**src/rtl/sel_func_pipe.sv**
```systemverilog
// Purpose : single-stage select-function ALU (logic ops, add, sub, accumulate) with a registered E/C/Z result.
// Latency : a request accepted at edge N is presented on E/C/Z with out_valid=1 right after edge N.
// Backpress: one result register; in_ready = !out_valid || out_ready, so a stalled result blocks new requests.
//
// Ports:
//   clk, rst_n           clock, asynchronous active-low reset
//   in_valid / in_ready  request handshake; s, A, B sampled on accept
//   out_valid / out_ready result handshake; E result, C carry/borrow, Z zero flag
module sel_func_pipe #(
    parameter int W = 8
) (
    input  logic         clk,
    input  logic         rst_n,
    input  logic         in_valid,
    output logic         in_ready,
    input  logic [2:0]   s,
    input  logic [W-1:0] A,
    input  logic [W-1:0] B,
    output logic         out_valid,
    input  logic         out_ready,
    output logic [W-1:0] E,
    output logic         C,
    output logic         Z
);

    logic         valid_q, valid_d;
    logic [W-1:0] e_q, e_d;
    logic         c_q, c_d;
    logic         z_q, z_d;
    logic [W-1:0] acc_q, acc_d;

    logic         accept;
    logic         consume;
    logic [W:0]   res;      // bit W carries the carry/borrow
    logic [W-1:0] acc_new;  // accumulator value implied by this op
    logic [W:0]   sum_ab;
    logic [W:0]   diff_ab;
    logic [W:0]   sum_acc;

    assign in_ready = !valid_q || out_ready;
    assign accept   = in_valid && in_ready;
    assign consume  = valid_q && out_ready;

    // W+1-bit arithmetic: the extra bit is carry-out for add and borrow for
    // subtract (two's-complement wrap sets bit W exactly when A < B).
    assign sum_ab  = {1'b0, A} + {1'b0, B};
    assign diff_ab = {1'b0, A} - {1'b0, B};
    assign sum_acc = {1'b0, acc_q} + {1'b0, A};

    always_comb begin
        res     = '0;
        acc_new = acc_q;
        case (s)
            3'b000: res = {1'b0, A & B};
            3'b001: res = {1'b0, A | B};
            3'b010: res = {1'b0, A ^ B};
            3'b011: res = {1'b0, ~A};
            3'b100: res = sum_ab;
            3'b101: res = diff_ab;
            3'b110: begin
                res     = sum_acc;
                acc_new = sum_acc[W-1:0];
            end
            3'b111: begin
                res     = '0;
                acc_new = '0;
            end
            default: res = '0;
        endcase
    end

    always_comb begin
        valid_d = valid_q;
        e_d     = e_q;
        c_d     = c_q;
        z_d     = z_q;
        acc_d   = acc_q;
        if (accept) begin
            // Accept wins over consume: simultaneous handshakes keep out_valid high.
            valid_d = 1'b1;
            e_d     = res[W-1:0];
            c_d     = res[W];
            z_d     = (res[W-1:0] == '0);  // from the new result, never the held one
            acc_d   = acc_new;
        end else if (consume) begin
            valid_d = 1'b0;
        end
    end

    always_ff @(posedge clk or negedge rst_n) begin
        if (!rst_n) begin
            valid_q <= 1'b0;
            e_q     <= '0;
            c_q     <= 1'b0;
            z_q     <= 1'b0;
            acc_q   <= '0;
        end else begin
            valid_q <= valid_d;
            e_q     <= e_d;
            c_q     <= c_d;
            z_q     <= z_d;
            acc_q   <= acc_d;
        end
    end

    assign out_valid = valid_q;
    assign E         = e_q;
    assign C         = c_q;
    assign Z         = z_q;

endmodule

```
**config.mk**
```make
export PLATFORM = sky130hd
export DESIGN_NAME = sel_func_pipe
export DESIGN_NICKNAME = d
export VERILOG_FILES = /design/src/rtl/sel_func_pipe.sv
export SDC_FILE = /design/constraint.sdc
export NUM_CORES = 1
export LEC_CHECK = 0
export BUFFER_PORTS_ARGS = -buffer_cell sky130_fd_sc_hd__buf_2
export CAP_MARGIN = 20
export CELL_PAD_IN_SITES_DETAIL_PLACEMENT = 0
export CELL_PAD_IN_SITES_GLOBAL_PLACEMENT = 1
export CORE_AREA = 2 2 84 86
export DETAILED_ROUTE_END_ITERATION = 16
export DIE_AREA = 0 0 86 88
export GPL_ROUTABILITY_DRIVEN = 1
export PLACE_DENSITY = 0.64
export SETUP_SLACK_MARGIN = 0.5
export SLEW_MARGIN = 20
export SYNTH_ARGS = -nofsm -noshare
export SYNTH_HDL_FRONTEND = slang
export SYNTH_SLANG_ARGS = --single-unit
```
**constraint.sdc**
```tcl
create_clock -name clk -period 2.42 [get_ports clk]
set_input_delay 0.363 -clock clk [delete_from_list [all_inputs] [get_ports clk]]
set_output_delay 0.363 -clock clk [all_outputs]
set_load 0.01 [all_outputs]
```
==> reports/results.ini, run 1 <==
[timing]
finalMaxSlewViolations = 0
rsz0062_at_grt = true
tightest_slew_ps = 468
max_slew_margin_pct = 68.8
fin_crit_sh_pct = 96.8
timing.fmax_mhz = 427
period_needed_ps = 2340
setup_viol = 0
totalNegativeSetupSlack_ps = 0
setup_ws_ps = 77.8
hold_viol_final = 0
clock_skew_ps = 5.74

[final_layout]
finalInstanceArea_sq_um = 3170
multi_input_area_sq_um = 1900
finish.utilization_pct = 47.7
diodes = 0
final_layout_size_suffix_gt1_share_pct = 36.8
nNetsFinal = 407
num-fill-cells = 693
ff_latch_area_sq_um = 475
synthToLayoutAreaGrowth_pct = 38.8

[drt]
vias = 2210
avgViaCountPerCell = 5.16
drt_iter0_drc = 70
final_antenna_net_count = 0
drtPass1Iterations = 4
routedWlPerCell_microns = 15.2
drt-total-wl_microns = 6510
remaining_drc_errors = 0

[synth]
synth_cell_types = 52
synthesis.nets = 334
synth_top_family_by_area = compound AO/OA/AOI/OAI gates
synth_common_cells = 33 x ha_1, 25 x inv_1, 22 x a21oi_1, 22 x nand2_1, 21 x nor2_1
yosysWarnings = 0
netlist_top_cells_area = dfrtp_1 21%, ha_1 18%, a21oi_1 4.8%, inv_1 4.1%, xnor2_1 3.8%
synth_top_cell_area_share_pct = 20.8
synthAdderAreaFrac_pct = 19.9
synth_top_cell_by_area = dfrtp_1
synth_compound_area_share_pct = 22.3
seq_area_frac_synth_pct = 20.8
ys.flop_type = dfrtp_1
synth_enable_flop_cells = 0
syn-instance-count = 276
muxShareOfSynthArea_pct = 6.20
syn_area_sq_um = 2280
synth_xor_area_share_pct = 4.22
synth.most_common_cell = ha_1
ys_ff_latch = 19
synthSimpleGateAreaFrac_pct = 19.3
async_flop_share_pct = 100
avgSynthCellArea_sq_um = 8.26

[worst_setup_path]
crit_chain = buf_8 -> nor2b_4 -> nand2_4 -> mux2i_4 -> ha_1 -> nand2b_1 -> a21oi_2 -> o41ai_2 -> mux2i_1 -> a41oi_2 -> o41ai_2
crit_path_start_kind = input port
cp_top_family = compound AO/OA/AOI/OAI gates
regToRegSetupSlack_ps = 180
critical_path_required_ps = 2580
slowest_delay_ps = 360
rr_endpoint = Z
reg2reg_depth = 8
worstSetupEndpointType = flip-flop
slowest_stage = o41ai_2
cp_max_fo = 3
worst-path-buf-inv = 1
crit_top_cell = o41ai_2
r2r-start = acc_q[0]
cp.arrival_ps = 2500
worstSetupPathType = in2reg

[placed_design]
place_area_sq_um = 2800
hpwlAfterDp_microns = 5200
place_ws_ps = -346
io_buffers = 34
routabilityCongestion = 0.829

[clocking]
clock_latency_ps = 260
clock_path_buffers = 2
path_clk_slew_ps = 80
cts_root_buffer = clkbuf_8
cts.sinks = 19
htreeDepth = 1
holdBufCountCts = 0
cts_tree = built
numCtsBuffers = 3

[global_routing]
grt_antenna_before_repair = 0
gr-total-overflow = 0
grt_util_all_layers_pct = 18.2
grt_pass1_vias = 2215
grt_max_degree = 20
grt_pass1_wl_microns = 10900

[power_and_ir_drop]
total_power_mw = 1.67
leakagePower_nw = 1.50
p_per_area_nw_per_um2 = 528
vdd_drop_max_v = 0.000334

[floorplanning]
dieHeight_microns = 88
core_sq_um = 6640
floorplan.initialDensity_pct = 34.3
ios = 35
fp.dieW_microns = 86
dieArea_sq_um = 7570
rows = 30

[min_path]
min_path_type = in2async

[run_status]
run_status = finished, final reports clean

[job]
cap_violations = 0

worst max-delay path by stage:
| stage | startpoint | endpoint | slack, ps | cells after the start |
|---|---|---|---|---|
| 5_1_grt | s[1] | Z | -60 | 11 |
| 2_1_floorplan | s[2] | Z | -130 | 13 |
| 3_3_place_gp | s[1] | Z | -330 | 12 |
| 3_5_place_dp | s[2] | Z | -350 | 12 |
| 6_report | s[1] | Z | 80 | 11 |
| 4_1_cts | B[0] | Z | 80 | 12 |
registers in the layout, summed over array words and instances, names as in the netlist:
register and cells:
Z 1, acc_q 8, out_valid 1, E 8
C 1
through the flow:
stage          hold WS, ps  std cells
6_report              43.8        428
3_5_place_dp           347        415
3_3_place_gp           336        415
5_1_grt               88.2        428
2_1_floorplan         67.4        276
4_1_cts               62.5        423
timing repair:
item	4_1_cts	5_1_grt
resized for setup	27	29
pin swaps	17	23
setup buffers	4	5
endpoints found under the setup margin	9	17
cell type report:
class | instances | share of cell area [%]
multi-input cells | 221 | 59.9
repair buffers | 79 | 17.4
flip-flops and latches | 19 | 15.0
well taps | 80 | 3.16
inverters | 25 | 3.04
clock buffers | 3 | 1.30
clock inverters | 1 | 0.158
cell usage in the layout, fill, tap and decap left out, types with 4 or more instances in the layout:
cell       n
buf_6      7
ha_1      31
nand2b_1  12
xnor2_1    9
inv_1     23
nand2_1   20
a211oi_1   6
buf_4     41
nor2_1    18
mux2_1     6
a21oi_2    4
nand3_1    5
o21ai_0    9
buf_2     30
dfrtp_1   19
a21oi_1   15
where the power goes:
part	internal [mW]	total, mW	switching (mW)
clock network	0.115	0.230	0.115
registers	0.394	0.445	0.0505
logic	0.477	0.997	0.521
cell families after synthesis:
family          after synthesis
fa+ha+maj                    35
flops                        19
xor+xnor                     11
simple gates                 86
compound gates               76
buf+inv                      36
mux                          13
routing by layer:
metal | vias to the layer above | global-route usage (%) | part of all wire [%]
met5 | - | 0 | 0
met4 | 0 | 0.866 | 0.29
met3 | 2 | 2.64 | 2.5
met2 | 29 | 33.1 | 50
met1 | 1028 | 24.0 | 48
li1 | 1151 | - | -
Power figures use the tool's default switching activity.
==> run 2: changes to the inputs <==
Settings changed: BUFFER_PORTS_ARGS -buffer_cell sky130_fd_sc_hd__buf_2 to unset, DONT_BUFFER_PORTS set to 1, GPL_TIMING_DRIVEN set to 0, PLACE_DENSITY 0.64 to 0.58.
==> run 2 against run 1 <==
Net effect:
- the run now ends with negative setup slack left
- sequential cell count stayed put
- critical path type unchanged
- first-iteration DRC count is 14% higher
- combinational power is 12% lower
- via count is 6.6% lower
==> reports/results.ini, run 2 (synthesized netlist as in run 1, its figures left out) <==
[run_status]
run_status = finished, violations left
violations = negative setup slack

[timing]
max_slew_margin_pct = 43.9  ; -25 points
clock_skew_ps = 2.14  ; -3.59 ps
period_needed_ps = 2580  ; +243 ps
setup_ws_ps = -165  ; -243 ps
setup_viol = 3  ; +3
hold_viol_final = 0  ; unchanged
hold_slack_ps = 206  ; +163 ps
tightest_slew_ps = 839  ; +371 ps
timing.fmax_mhz = 387  ; -9.4%
finalMaxSlewViolations = 0  ; unchanged
rsz0062_at_grt = true
fin_crit_sh_pct = 107  ; +10 points

[clocking]
cts_root_buffer = clkbuf_8
htreeDepth = 1  ; unchanged
clock_path_buffers = 2  ; unchanged
path_clk_slew_ps = 70  ; about the same
numCtsBuffers = 3  ; unchanged
cts_tree = built
clock_latency_ps = 260  ; about the same
cts.sinks = 19  ; unchanged

[floorplanning]
dieHeight_microns = 88  ; unchanged
fp.dieW_microns = 86  ; unchanged
core_sq_um = 6640  ; unchanged
floorplan.initialDensity_pct = 34.3  ; unchanged
ios = 35  ; unchanged
rows = 30  ; unchanged
dieArea_sq_um = 7570  ; unchanged

[final_layout]
nNetsFinal = 351  ; -14%
diodes = 0  ; unchanged
final_cell_mix = 30 x ha_1, 24 x inv_1, 21 x nand2_1
final_common_cell = ha_1
final_layout_size_suffix_gt1_share_pct = 21.6  ; -15 points
synthToLayoutAreaGrowth_pct = 23.6
finalInstanceArea_sq_um = 2820  ; -11%

[global_routing]
grt_util_all_layers_pct = 17.6  ; -0.54 points
grt_max_degree = 20  ; unchanged
gr-total-overflow = 0  ; unchanged
grt_pass1_vias = 2077  ; -6.2%
grt_pass1_wl_microns = 10300  ; -5.9%
grt_antenna_before_repair = 0  ; unchanged

[worst_setup_path]
cp.arrival_ps = 2750  ; +250 ps
crit_path_start_kind = input port
regToRegSetupSlack_ps = -30  ; -210 ps
worstSetupEndpointType = flip-flop
cp_max_fo = 4  ; +1
critical_path_required_ps = 2580  ; about the same
worstSetupPathType = in2reg

[drt]
remaining_drc_errors = 0  ; unchanged
vias = 2064  ; -6.6%
drtPass1Iterations = 4  ; unchanged
avgViaCountPerCell = 5.55  ; +7.5%
routedWlPerCell_microns = 17.2  ; +13%
drt_iter0_drc = 80  ; +14%
drt-total-wl_microns = 6410  ; -1.6%
final_antenna_net_count = 0  ; unchanged

[power_and_ir_drop]
leakagePower_nw = 1.24  ; -17%
total_power_mw = 1.57  ; -6.2%
vdd_drop_max_v = 0.000267  ; -20%
p_per_area_nw_per_um2 = 556  ; +5.3%

[placed_design]
place_area_sq_um = 2440  ; -13%
hpwlAfterDp_microns = 5050  ; -2.8%
routabilityCongestion = 0.788  ; -5.0%
io_buffers = 0  ; -100%

[min_path]
min_path_type = in2reg

[job]
cap_violations = 0  ; unchanged

run 2: critical path: stages:
cell and delay (ps):
buf_12 100, nor2b_1 120, buf_4 150, nand2_4 90
mux2i_4 250, fa_2 460, inv_2 70, a221oi_2 50
o32a_1 340, nor4_2 210, o211ai_1 190, o41ai_2 360
run 2: final cells by class:
| cell class | instances | area [sq um] |
|---|---|---|
| Buffer | 11 | 103 |
| Clock buffer | 4 | 45.0 |
| Fill cell | 676 | 3820 |
| Inverter | 25 | 93.8 |
| Multi-Input combinational cell | 221 | 1900 |
| Sequential cell | 19 | 475 |
| Tap cell | 80 | 100 |
| Timing Repair Buffer | 12 | 104 |
run 2: power breakdown:
| group | total [mW] | switching (mW) | internal [mW] |
|---|---|---|---|
| Combinational | 0.876 | 0.464 | 0.412 |
| Clock | 0.223 | 0.106 | 0.117 |
| Sequential | 0.469 | 0.0738 | 0.395 |
run 2: repair_timing:
item | CTS | global route
resized for setup | 32 | 19
hold buffers | 1 | 0
setup buffers | 10 | 1
pin swaps | 21 | 9
hold endpoints to repair | 19 | 0
endpoints found under the setup margin | 10 | 12
run 2: worst paths after layout:
path                                from        end  cells after the start
worst max-delay path                s[2]          Z                     12
worst min-delay path            in_valid  out_valid                      1
worst max register to register  acc_q[0]          Z                      8
worst min register to register  acc_q[4]   acc_q[4]                      1
max in group asynchronous          rst_n   acc_q[3]                      1
min in group asynchronous          rst_n       E[7]                      1
run 2: metal layers:
| layer | GRT usage (%) | part of all wire, % | wire length, microns | up-vias |
|---|---|---|---|---|
| li1 | - | - | - | 1026 |
| met1 | 22.8 | 46 | 2930 | 982 |
| met2 | 30.0 | 47 | 3030 | 44 |
| met3 | 3.86 | 5.0 | 319 | 12 |
| met4 | 4.33 | 2.0 | 129 | 0 |
| met5 | 0 | 0 | 0 | - |
run 2: stage by stage:
stage	cells	setup TNS (ps)	setup WS, ps	utilization (%)
2_1_floorplan	276	-380	-127	-
3_3_place_gp	356	-2360	-550	36.8
3_5_place_dp	356	-2380	-558	36.8
4_1_cts	371	-332	-159	40.8
5_1_grt	372	-599	-232	42.4
6_report	372	-348	-165	42.4
==> run 3: changes to the inputs <==
Settings changed: CAP_MARGIN 20 to 0, RECOVER_POWER set to 100.
==> run 3 against run 2 <==
Net effect:
- the run still ends with negative setup slack left
- clock power about the same
- die area unchanged
- non-clock buffer count unchanged
- utilization decreased by 0.24 points
- count of clock-buffer cells in the layout stayed put
- fmax hardly changed
- worst setup slack worse by 2.2 ps
- largest power group unchanged
- highest routed layer unchanged
==> reports/results.ini, run 3 (synthesized netlist as in run 1, its figures left out) <==
[min_path]
min_path_type = in2reg
hold_end = out_valid
hold_depth = 1  ; unchanged
hold_start = in_valid

[drt]
drtPass1Iterations = 4  ; unchanged
vias = 2067  ; +0.15%
final_antenna_net_count = 0  ; unchanged
routedWlPerCell_microns = 17.2  ; -0.22%
avgViaCountPerCell = 5.56  ; +0.15%
drt-total-wl_microns = 6400  ; -0.22%
drt_iter0_drc = 69  ; -14%
remaining_drc_errors = 0  ; unchanged

[timing]
setup_ws_ps = -167  ; -2.24 ps
tightest_slew_ps = 841  ; +1.98 ps
clock_skew_ps = 2.56  ; +0.415 ps
hold_slack_ps = 208  ; +1.34 ps
max_slew_margin_pct = 43.7  ; -0.13 points
setup_viol = 3  ; unchanged
rsz0062_at_grt = true
period_needed_ps = 2590  ; +2.24 ps
hold_viol_final = 0  ; unchanged
finalMaxSlewViolations = 0  ; unchanged
timing.fmax_mhz = 387  ; about the same
fin_crit_sh_pct = 107  ; about the same

[floorplanning]
dieHeight_microns = 88  ; unchanged
floorplan.initialDensity_pct = 34.3  ; unchanged
rows = 30  ; unchanged
fp.dieW_microns = 86  ; unchanged
core_sq_um = 6640  ; unchanged
ios = 35  ; unchanged
dieArea_sq_um = 7570  ; unchanged

[power_and_ir_drop]
p_per_area_nw_per_um2 = 555  ; -0.17%
total_power_mw = 1.56  ; -0.75%
vdd_drop_max_v = 0.000267  ; about the same
leakagePower_nw = 1.24  ; -0.31%

[run_status]
violations = negative setup slack
run_status = finished, violations left

[worst_setup_path]
rr_endpoint = Z
worstSetupEndpointType = flip-flop
crit_path_start_kind = input port
r2r-start = acc_q[0]
cp.arrival_ps = 2750  ; about the same
worstSetupPathType = in2reg
critical_path_required_ps = 2580  ; about the same
reg2reg_depth = 8  ; unchanged
regToRegSetupSlack_ps = -30  ; about the same
cp_max_fo = 4  ; unchanged

[global_routing]
grt_antenna_before_repair = 0  ; unchanged
grt_pass1_vias = 2077  ; unchanged
gr-total-overflow = 0  ; unchanged
grt_util_all_layers_pct = 17.6  ; unchanged
grt_max_degree = 20  ; unchanged
grt_pass1_wl_microns = 10300  ; unchanged

[final_layout]
nNetsFinal = 351  ; unchanged
diodes = 0  ; unchanged
synthToLayoutAreaGrowth_pct = 22.9
final_cell_mix = 30 x ha_1, 24 x inv_1, 21 x nand2_1
final_common_cell = ha_1
num-fill-cells = 678  ; +0.30%
final_layout_size_suffix_gt1_share_pct = 20.5  ; -1.0 points
layout.cells.non_filler = 372  ; unchanged
finish.utilization_pct = 42.2  ; -0.24 points
finalInstanceArea_sq_um = 2800  ; -0.58%

[placed_design]
routabilityCongestion = 0.788  ; unchanged
place_inst = 356  ; unchanged
place_area_sq_um = 2440  ; unchanged
hpwlAfterDp_microns = 5050  ; unchanged
io_buffers = 0  ; unchanged

[clocking]
cts_root_buffer = clkbuf_8
clock_latency_ps = 260  ; about the same
htreeDepth = 1  ; unchanged
clock_path_buffers = 2  ; unchanged
numCtsBuffers = 3  ; unchanged
cts_tree = built
cts.sinks = 19  ; unchanged
path_clk_slew_ps = 70  ; about the same

[job]
cap_violations = 0  ; unchanged

==> run 3: cell counts in the layout (fill, tap and decap cells not counted) <==
Identical to the previous run, type by type.
==> run 3: metrics by stage <==
stage,worst slack [ps],setup TNS [ps]
final,-167,-352
after global routing,-232,-599
after CTS,-159,-332
after detailed placement,-558,-2380
after global placement,-550,-2360
after floorplan,-127,-380
==> run 3: what timing repair did <==
| action | CTS | global route |
|---|---|---|
| endpoints found under the hold margin | 19 | 0 |
| hold buffers | 1 | 0 |
| endpoints found under the setup margin | 10 | 12 |
| resized for setup | 32 | 19 |
| pin swaps | 21 | 9 |
| setup buffers | 10 | 1 |
==> run 3: worst max path at each step <==
stage | startpoint | endpoint | slack (ps) | cells past startpoint
finish | s[2] | Z | -170 | 12
global route | s[2] | E[7] | -230 | 12
CTS | s[2] | E[7] | -160 | 12
detailed placement | s[2] | Z | -560 | 13
global placement | s[2] | Z | -550 | 13
floorplan | s[2] | Z | -130 | 13
==> run 3: worst max-delay path, cell delays in order <==
cell and delay [ps]:
buf_12 100, nor2b_1 120, buf_4 150, nand2_4 90, mux2i_4 250, fa_2 460, inv_2 70, a221oi_2 50
o32a_1 340, nor4_2 210, o211ai_1 190, o41ai_2 360
==> run 3: per-layer routing <==
| metal | GRT usage (%) | share of wire [%] | vias up |
|---|---|---|---|
| met5 | 0 | 0 | - |
| li1 | - | - | 1025 |
| met2 | 30.0 | 47 | 43 |
| met1 | 22.8 | 46 | 987 |
| met3 | 3.86 | 5.3 | 12 |
| met4 | 4.33 | 2.0 | 0 |
==> run 3: area by class of cell <==
type / count / area [sq um] / share of cell area [%]
Tap cell: 80 / 100 / 3.57
Sequential cell: 19 / 475 / 17.0
Clock buffer: 4 / 45.0 / 1.61
Buffer: 11 / 101 / 3.61
Multi-Input combinational cell: 221 / 1880 / 67.2
Timing Repair Buffer: 12 / 104 / 3.70
Inverter: 25 / 93.8 / 3.35
==> run 3: where the power goes <==
| part | total (mW) | switching [mW] | internal, mW |
|---|---|---|---|
| Sequential | 0.469 | 0.0740 | 0.395 |
| Combinational | 0.866 | 0.457 | 0.409 |
| Clock | 0.222 | 0.104 | 0.117 |
| Total | 1.56 | 0.636 | 0.921 |
